$ cat config.mk
export PLATFORM = sky130hd
export DESIGN_NAME = adder_4
export DESIGN_NICKNAME = d
export VERILOG_FILES = /design/src/rtl/adder_4_full_adder_bit.sv /design/src/rtl/adder_4.sv
export SDC_FILE = /design/constraint.sdc
export NUM_CORES = 1
export LEC_CHECK = 0
export ABC_AREA = 1
export CAP_MARGIN = 20
export CORE_AREA = 2 2 39 41
export CTS_BUF_LIST = sky130_fd_sc_hd__clkbuf_4 sky130_fd_sc_hd__clkbuf_8
export DETAILED_ROUTE_END_ITERATION = 16
export DIE_AREA = 0 0 41 43
export PLACE_DENSITY_LB_ADDON = 0.1
export REMOVE_ABC_BUFFERS = 1
export SLEW_MARGIN = 20
export SYNTH_ARGS = -nofsm -noshare
export SYNTH_HDL_FRONTEND = slang
export SYNTH_SLANG_ARGS = --single-unit
$ cat constraint.sdc
create_clock -name clk -period 2.03 [get_ports clk]
set_input_delay 0.406 -clock clk [delete_from_list [all_inputs] [get_ports clk]]
set_output_delay 0.406 -clock clk [all_outputs]
set_load 0.02 [all_outputs]
$ cat src/rtl/adder_4_full_adder_bit.sv
// One-bit full adder cell for the explicit ripple-carry chain in adder_4.
// Purely combinational; the carry is generated when both bits are set or propagated when exactly one is.
module full_adder_bit (
  input  logic a,
  input  logic b,
  input  logic ci,
  output logic s,
  output logic co
);

  logic prop_s;

  assign prop_s = a ^ b;
  assign s      = prop_s ^ ci;
  assign co     = (a & b) | (ci & prop_s);

endmodule

$ cat src/rtl/adder_4.sv
// WIDTH-bit ripple-carry adder with carry-in/carry-out and a registered result.
// {cout, s} is a + b + cin captured on each rising edge; synchronous reset clears it.
module adder_4 #(
  parameter int WIDTH = 4
) (
  input  logic             clk,
  input  logic             rst,
  input  logic [WIDTH-1:0] a,
  input  logic [WIDTH-1:0] b,
  input  logic             cin,
  output logic [WIDTH-1:0] s,
  output logic             cout
);

  logic [WIDTH:0]   carry_s;
  logic [WIDTH-1:0] sum_s;
  logic [WIDTH-1:0] s_r;
  logic             cout_r;

  assign carry_s[0] = cin;

  // The chain is kept as discrete cells so synthesis sees the carry path explicitly.
  for (genvar i = 0; i < WIDTH; i++) begin : g_bit
    full_adder_bit u_fa (
      .a  (a[i]),
      .b  (b[i]),
      .ci (carry_s[i]),
      .s  (sum_s[i]),
      .co (carry_s[i+1])
    );
  end

  // Output register: captures the combinational sum each cycle, cleared by synchronous reset.
  always_ff @(posedge clk) begin
    if (rst) begin
      s_r    <= {WIDTH{1'b0}};
      cout_r <= 1'b0;
    end else begin
      s_r    <= sum_s;
      cout_r <= carry_s[WIDTH];
    end
  end

  assign s    = s_r;
  assign cout = cout_r;

endmodule

# Word level (Yosys, flattened, before mapping)
# Index checks and enable logic that the tools add are counted.
op_classes:
  bitwise: 20
ops:
  columns: ["cell", "n"]
  rows:
  - ["$and A1 B1 Y1", 8]
  - ["$xor A1 B1 Y1", 8]
  - ["$or A1 B1 Y1", 4]
word_totals:
  ff_bits: 5
  output_inout_bits: 5
  word_cells: 22

# Logic depth before layout (Yosys ltp)
# Gate-level depths: netlist (run 1).
depth:
  depth_word: 9
  ltp_mapped: 8
  depth_no_buf: 8

# Cells and area by module
# From an unflattened synthesis (run 1), not the netlist that was laid out.
hier_totals:
  cells_unflattened: 19
  area_unflattened_um2: 217.7
modules_own_cells:
  columns: ["mod", "n_inst", "cells_per_inst", "area_per_inst_um2"]
  rows:
  - ["adder_4", 1, 15, 137.6]
  - ["full_adder_bit", 4, 1, 20.0]

# Worst setup path before layout (run 1)
# OpenSTA, ideal clock, no wires.
synth_timing:
  path_kind: "input to register"
  from: "input a[0]"
  to: "register s_r[3] (netlist: s[3])"
  setup_ps: 64
  t_arrival_ps: 1923
  required_ps: 1966
  path_slack_ps: 43
  cell_stages: 8
  n_path_buf: 0
  path_cell_list: "inv_1 > fa_1 > inv_1 > fa_1 > fa_1 > inv_1 > fa_1 > nor2_1"
synth_between:
  elab_chain_len: 8
  elab_cells_between_ends: 9
synth_lines:
  columns: ["element", "line_no", "rtl"]
  rows:
  - ["start: declaration", "adder_4.sv:8", "input logic [WIDTH-1:0] a,"]
  - ["$xor A1 B1 Y1", "adder_4_full_adder_bit.sv:13", "assign prop_s = a ^ b;"]
  - ["$and A1 B1 Y1", "adder_4_full_adder_bit.sv:15", "assign co = (a & b) | (ci & prop_s);"]
  - ["$or A1 B1 Y1 (*)", "adder_4_full_adder_bit.sv:15", null]
  - ["$and A1 B1 Y1 (*)", "adder_4_full_adder_bit.sv:15", null]
  - ["$or A1 B1 Y1 (*)", "adder_4_full_adder_bit.sv:15", null]
  - ["$and A1 B1 Y1 (*)", "adder_4_full_adder_bit.sv:15", null]
  - ["$or A1 B1 Y1 (*)", "adder_4_full_adder_bit.sv:15", null]
  - ["$xor A1 B1 Y1 (*)", "adder_4_full_adder_bit.sv:14", "assign s = prop_s ^ ci;"]
  - ["end signal: assignment", "adder_4.sv:36", "s_r <= {WIDTH{1'b0}};"]
  - ["end signal: assignment", "adder_4.sv:39", "s_r <= sum_s;"]
  - ["end: declaration", "adder_4.sv:17", "logic [WIDTH-1:0] s_r;"]
# Every way passes the cells marked *; elsewhere a longest branch is shown, timed or not.
# A chain may end at the register's enable or synchronous reset.

# Worst setup path in the final report (run 1)
layout_timing:
  from: "input a[1]"
  to: "register s_r[3] (netlist: s[3])"
layout_between:
  elab_chain_len: 6
  elab_cells_between_ends: 7
layout_lines:
  columns: ["element", "line_no"]
  rows:
  - ["$xor A1 B1 Y1", "adder_4_full_adder_bit.sv:13"]
  - ["$and A1 B1 Y1", "adder_4_full_adder_bit.sv:15"]
  - ["$or A1 B1 Y1 (*)", "adder_4_full_adder_bit.sv:15"]
  - ["$and A1 B1 Y1 (*)", "adder_4_full_adder_bit.sv:15"]
  - ["$or A1 B1 Y1 (*)", "adder_4_full_adder_bit.sv:15"]
  - ["$xor A1 B1 Y1 (*)", "adder_4_full_adder_bit.sv:14"]
# Marks and branches as above.

==> qor.csv, run 1 <==
metric,value,unit
status,completed,
Final ANT Viol Nets,0,
diode count,0,
critical path arrival,2.13,ns
Yosys warnings,0,
first-pass GRT wire length,558,um
Synth Instances,23,
leak pwr,0.199,nW
total wire length,375,um
vias in the first global route,171,
WL/cell,6.47,um
maximum fanout along the worst path,1,
CTS Buf Count,3,
root buffer cell,clkbuf_4,
fin crit period,1.95,ns
hpwl dp,345,um
Post-route DRC,0,
Area Growth Syn to Fin,88.7,%
IO Count,16,
register area share after synthesis,43.0,%
startpoint types,input pin,
global routing usage on met3,1.57,%
worst hold-check path type,in -> reg,
RSZ-0062 raised after global routing,no,
slew of the pin with the lowest slew margin,0.213,ns
WP data required,2.21,ns
Nets,58,
met2 Usage GRT,8.44,%
H-tree depth,1,
Final Cell Area,439,um^2
drt initial violations,1,
drt via density,3.22,
total grt overflow,0,
# setup viols final,0,
period utilisation layout,96.2,%
Relative slew margins,85.8,%
Pins Over Slew Limit,0,
Die Y,43,um
post-layout util,31.7,%
"Reg clk slew, reported paths",0.04,ns
grt peak-use layer,met2,
pin count of the biggest net entering global routing,6,
CTS tree,done,
CP Class,in -> reg,
Setup crit end kind,flip-flop,
final hold violations,0,
Final GP Congestion,0.554,
GRT Util Overall,5.35,%
peak supply drop,0.146,mV
Yosys reg bits,5,
Placeable Area,1380,um^2
initial antenna violation count,0,
clock sink count,5,
Fmax achieved,0.512,GHz
Syn Std Cell Area,233,um^2
DP Area,403,um^2
Power Dens Cells,732,nW/um^2
drt first pass iters,2,
Max-Cap Viols,0,
via count,187,
IO Port Bufs,15,
post-CTS setup repair buffer count,0,
"most common cell after layout, fill and taps aside",clkdlybuf4s50_1,
synth unique cells,4,
ratio of cells with drive above 1 in the final layout,28.6,%
Die Wd,41,um
clk buf depth,2,
Initial Utilization,16.8,%
Die ar.,1760,um^2
Rows,14,
met1 usage,3.61,%
"commonest cells after routing, fill and taps aside","clkdlybuf4s50_1 (12), inv_2 (5), nor2_1 (5), dfxtp_1 (5)",
syn_area_per_cell,10.1,um^2
[cells by family after synthesis]
kind of cell / count (synthesis) / synth area share, %
DFF: 5 / 43.0
adders and majority gates: 4 / 34.4
buffers and inverters: 9 / 14.5
and+or+nand+nor: 5 / 8.07
[critical path: stages]
cell,delay (ns)
clkdlybuf4s50_1,0.44
fa_2,0.40
fa_2,0.34
inv_2,0.06
fa_1,0.40
nor2_1,0.08
[per-layer routing]
layer / wire length [um] / share of wire [%] / up-vias
met2: 209 / 56 / 10
met1: 110 / 29 / 80
met3: 54 / 14 / 0
li1: - / - / 97
met4: 0 / 0 / 0
met5: 0 / 0 / -
[cells in the mapped netlist]
| cell | instances | area [um^2] |
|---|---|---|
| inv_1 | 9 | 33.8 |
| fa_1 | 4 | 80.1 |
| nor2_1 | 5 | 18.8 |
| dfxtp_1 | 5 | 100 |
[repair_timing]
item	4_1_cts	5_1_grt
gates resized for setup	11	2
pin swaps	4	5
cloned	0	0
setup endpoints to repair	2	1
hold buffers	0	0
[state kept, by name, indices dropped and copies added (netlist names)]
name  cells
s         4
cout      1
[power breakdown]
group	switching, mW	internal (mW)
combinational	0.0371	0.0457
sequential	0.00251	0.110
clock	0.0388	0.0875
total	0.0785	0.243
[worst paths after layout]
| check | end | cells after the start | from |
|---|---|---|---|
| min | s[0] | 4 | cin |
| max | s[3] | 6 | a[1] |
[through the flow]
stage / power, mW / setup TNS (ns) / hold WS (ns) / setup WS (ns) / instances
after floorplan: 0.150 / 0 / 0.473 / 0.0428 / 23
after global routing: 0.343 / 0 / 0.677 / 0.00473 / 58
after global placement: 0.196 / -0.855 / 1.04 / -0.423 / 54
final: 0.321 / 0 / 0.653 / 0.0770 / 58
after detailed placement: 0.197 / -0.871 / 1.03 / -0.442 / 54
after CTS: 0.330 / 0 / 0.709 / 0.0105 / 58
[cell type report]
class | count | area, um^2
clock buffers | 4 | 30.0
flip-flops and latches | 5 | 100
inverters | 9 | 33.8
well taps | 16 | 20.0
repair buffers | 15 | 149
fillers | 149 | 945
multi-input cells | 9 | 106
(Power assumes the default switching activity.)
==> run 2: changes to the inputs <==
--- a/config.mk
+++ b/config.mk
@@ -11,7 +11,7 @@
 export CTS_BUF_LIST = sky130_fd_sc_hd__clkbuf_4 sky130_fd_sc_hd__clkbuf_8
 export DETAILED_ROUTE_END_ITERATION = 16
 export DIE_AREA = 0 0 41 43
-export PLACE_DENSITY_LB_ADDON = 0.1
+export PLACE_DENSITY = 0.49
 export REMOVE_ABC_BUFFERS = 1
 export SLEW_MARGIN = 20
 export SYNTH_ARGS = -nofsm -noshare
==> qor.csv, run 2 (synthesized netlist as in run 1, its figures left out) <==
metric,value,unit,change
maximum fanout along the worst path,1,,unchanged
Setup crit end kind,flip-flop,,
CP Class,in -> reg,,
Final ANT Viol Nets,0,,unchanged
Initial Utilization,16.8,%,unchanged
worst hold-check path type,in -> reg,,
first-pass GRT wire length,614,um,+10%
WL/cell,6.74,um,+4.3%
hpwl dp,320,um,-7.3%
drt initial violations,0,,-1
clk buf depth,2,,unchanged
worst hold path depth,4,,unchanged
diode count,0,,unchanged
Power Dens Cells,733,nW/um^2,+0.11%
Worst Hold Path EP,s[0],,
CTS tree,done,,
via count,182,,-2.7%
status,completed,,
final hold slack,0.668,ns,+0.0151 ns
initial antenna violation count,0,,unchanged
Die Wd,41,um,unchanged
IO Count,16,,unchanged
post-CTS setup repair buffer count,0,,unchanged
fin crit period,1.96,ns,+0.00462 ns
vias in the first global route,173,,+1.2%
IO Port Bufs,15,,unchanged
Max-Cap Viols,0,,unchanged
Pins Over Slew Limit,0,,unchanged
max FFs per register,4,,unchanged
drt first pass iters,1,,-1
RSZ-0062 raised after global routing,no,,
H-tree depth,1,,unchanged
GRT Util Overall,5.97,%,+0.61 points
slew of the pin with the lowest slew margin,0.212,ns,-0.000587 ns
clock sink count,5,,unchanged
"commonest cells after routing, fill and taps aside","clkdlybuf4s50_1 (12), inv_1 (5), nor2_1 (5), dfxtp_1 (5)",,
# setup viols final,0,,unchanged
fill cell total of the finished layout,153,,+2.7%
Placeable Area,1380,um^2,unchanged
Final GP Congestion,0.584,,+5.4%
root buffer cell,clkbuf_4,,
Die ar.,1760,um^2,unchanged
Die Y,43,um,unchanged
ratio of cells with drive above 1 in the final layout,26.2,%,-2.4 points
Seq. cell area,100,um^2,unchanged
Nets,58,,unchanged
total grt overflow,0,,unchanged
dpl cells,54,,unchanged
period utilisation layout,96.4,%,+0.23 points
critical path arrival,2.13,ns,about the same
WP data required,2.21,ns,about the same
drt via density,3.14,,-2.7%
leak pwr,0.200,nW,+0.54%
"non-filler cells, final",58,,unchanged
Fmax achieved,0.511,GHz,-0.24%
Relative slew margins,85.8,%,about the same
Post-route DRC,0,,unchanged
peak supply drop,0.172,mV,+18%
"Reg clk slew, reported paths",0.04,ns,about the same
multi-input logic area,106,um^2,unchanged
final hold violations,0,,unchanged
startpoint types,input pin,,
pin count of the biggest net entering global routing,6,,unchanged
total wire length,391,um,+4.3%
Rows,14,,unchanged
CTS Buf Count,3,,unchanged
min-delay src,b[0],,
Area Growth Syn to Fin,88.7,%,unchanged
"most common cell after layout, fill and taps aside",clkdlybuf4s50_1,,
[run 2: changes by cell type in the layout (fill, tap and decap cells not counted)]
cell / delta
inv_1: +1
inv_2: -1
[run 2: power breakdown]
group	internal [mW]	switching, mW	total, mW
Sequential	0.110	0.00233	0.112
Clock	0.0875	0.0388	0.126
Combinational	0.0462	0.0373	0.0835
[run 2: worst max-delay path by stage]
| stage | slack [ns] | to | start |
|---|---|---|---|
| after detailed placement | -0.43 | s[3] | a[0] |
| after global placement | -0.41 | s[3] | a[0] |
| after global routing | 0.007 | s[3] | a[0] |
| after floorplan | 0.04 | s[3] | a[0] |
| after CTS | 0.01 | s[3] | a[0] |
| final | 0.07 | s[3] | a[1] |
[run 2: critical path, cell delays in order]
cell             delay (ns)
clkdlybuf4s50_1        0.44
fa_2                   0.40
fa_2                   0.34
inv_2                  0.06
fa_1                   0.40
nor2_1                 0.09
[run 2: what timing repair did]
item | 4_1_cts | 5_1_grt
resized for setup | 12 | 0
endpoints found under the setup margin | 2 | 1
hold buffers | 0 | 0
pin swaps | 5 | 3
[run 2: final cells by class]
cell class                      count  share of cell area, %
Timing Repair Buffer               15                   33.9
Tap cell                           16                   4.56
Clock buffer                        4                   6.84
Sequential cell                     5                   22.8
Multi-Input combinational cell      9                   24.2
Inverter                            9                   7.69
[run 2: through the flow]
| stage | cell area (um^2) | setup slack [ns] | setup TNS [ns] | power (mW) | util [%] |
|---|---|---|---|---|---|
| 2_1_floorplan | 233 | 0.0428 | 0 | 0.150 | - |
| 6_report | 439 | 0.0724 | 0 | 0.322 | 31.7 |
| 3_5_place_dp | 403 | -0.433 | -0.861 | 0.196 | 29.1 |
| 4_1_cts | 439 | 0.0117 | 0 | 0.328 | 31.7 |
| 5_1_grt | 439 | 0.00670 | 0 | 0.341 | 31.7 |
| 3_3_place_gp | 403 | -0.411 | -0.834 | 0.195 | 29.1 |
[run 2: per-layer routing]
metal / up-vias / share of wire [%] / routed length, um / GRT usage, %
met1: 77 / 31 / 121 / 5.59
met5: - / 0 / 0 / 0
met4: 0 / 0 / 0 / 12.0
met3: 0 / 8.7 / 34 / 0
met2: 8 / 60 / 235 / 7.50
li1: 97 / - / - / -
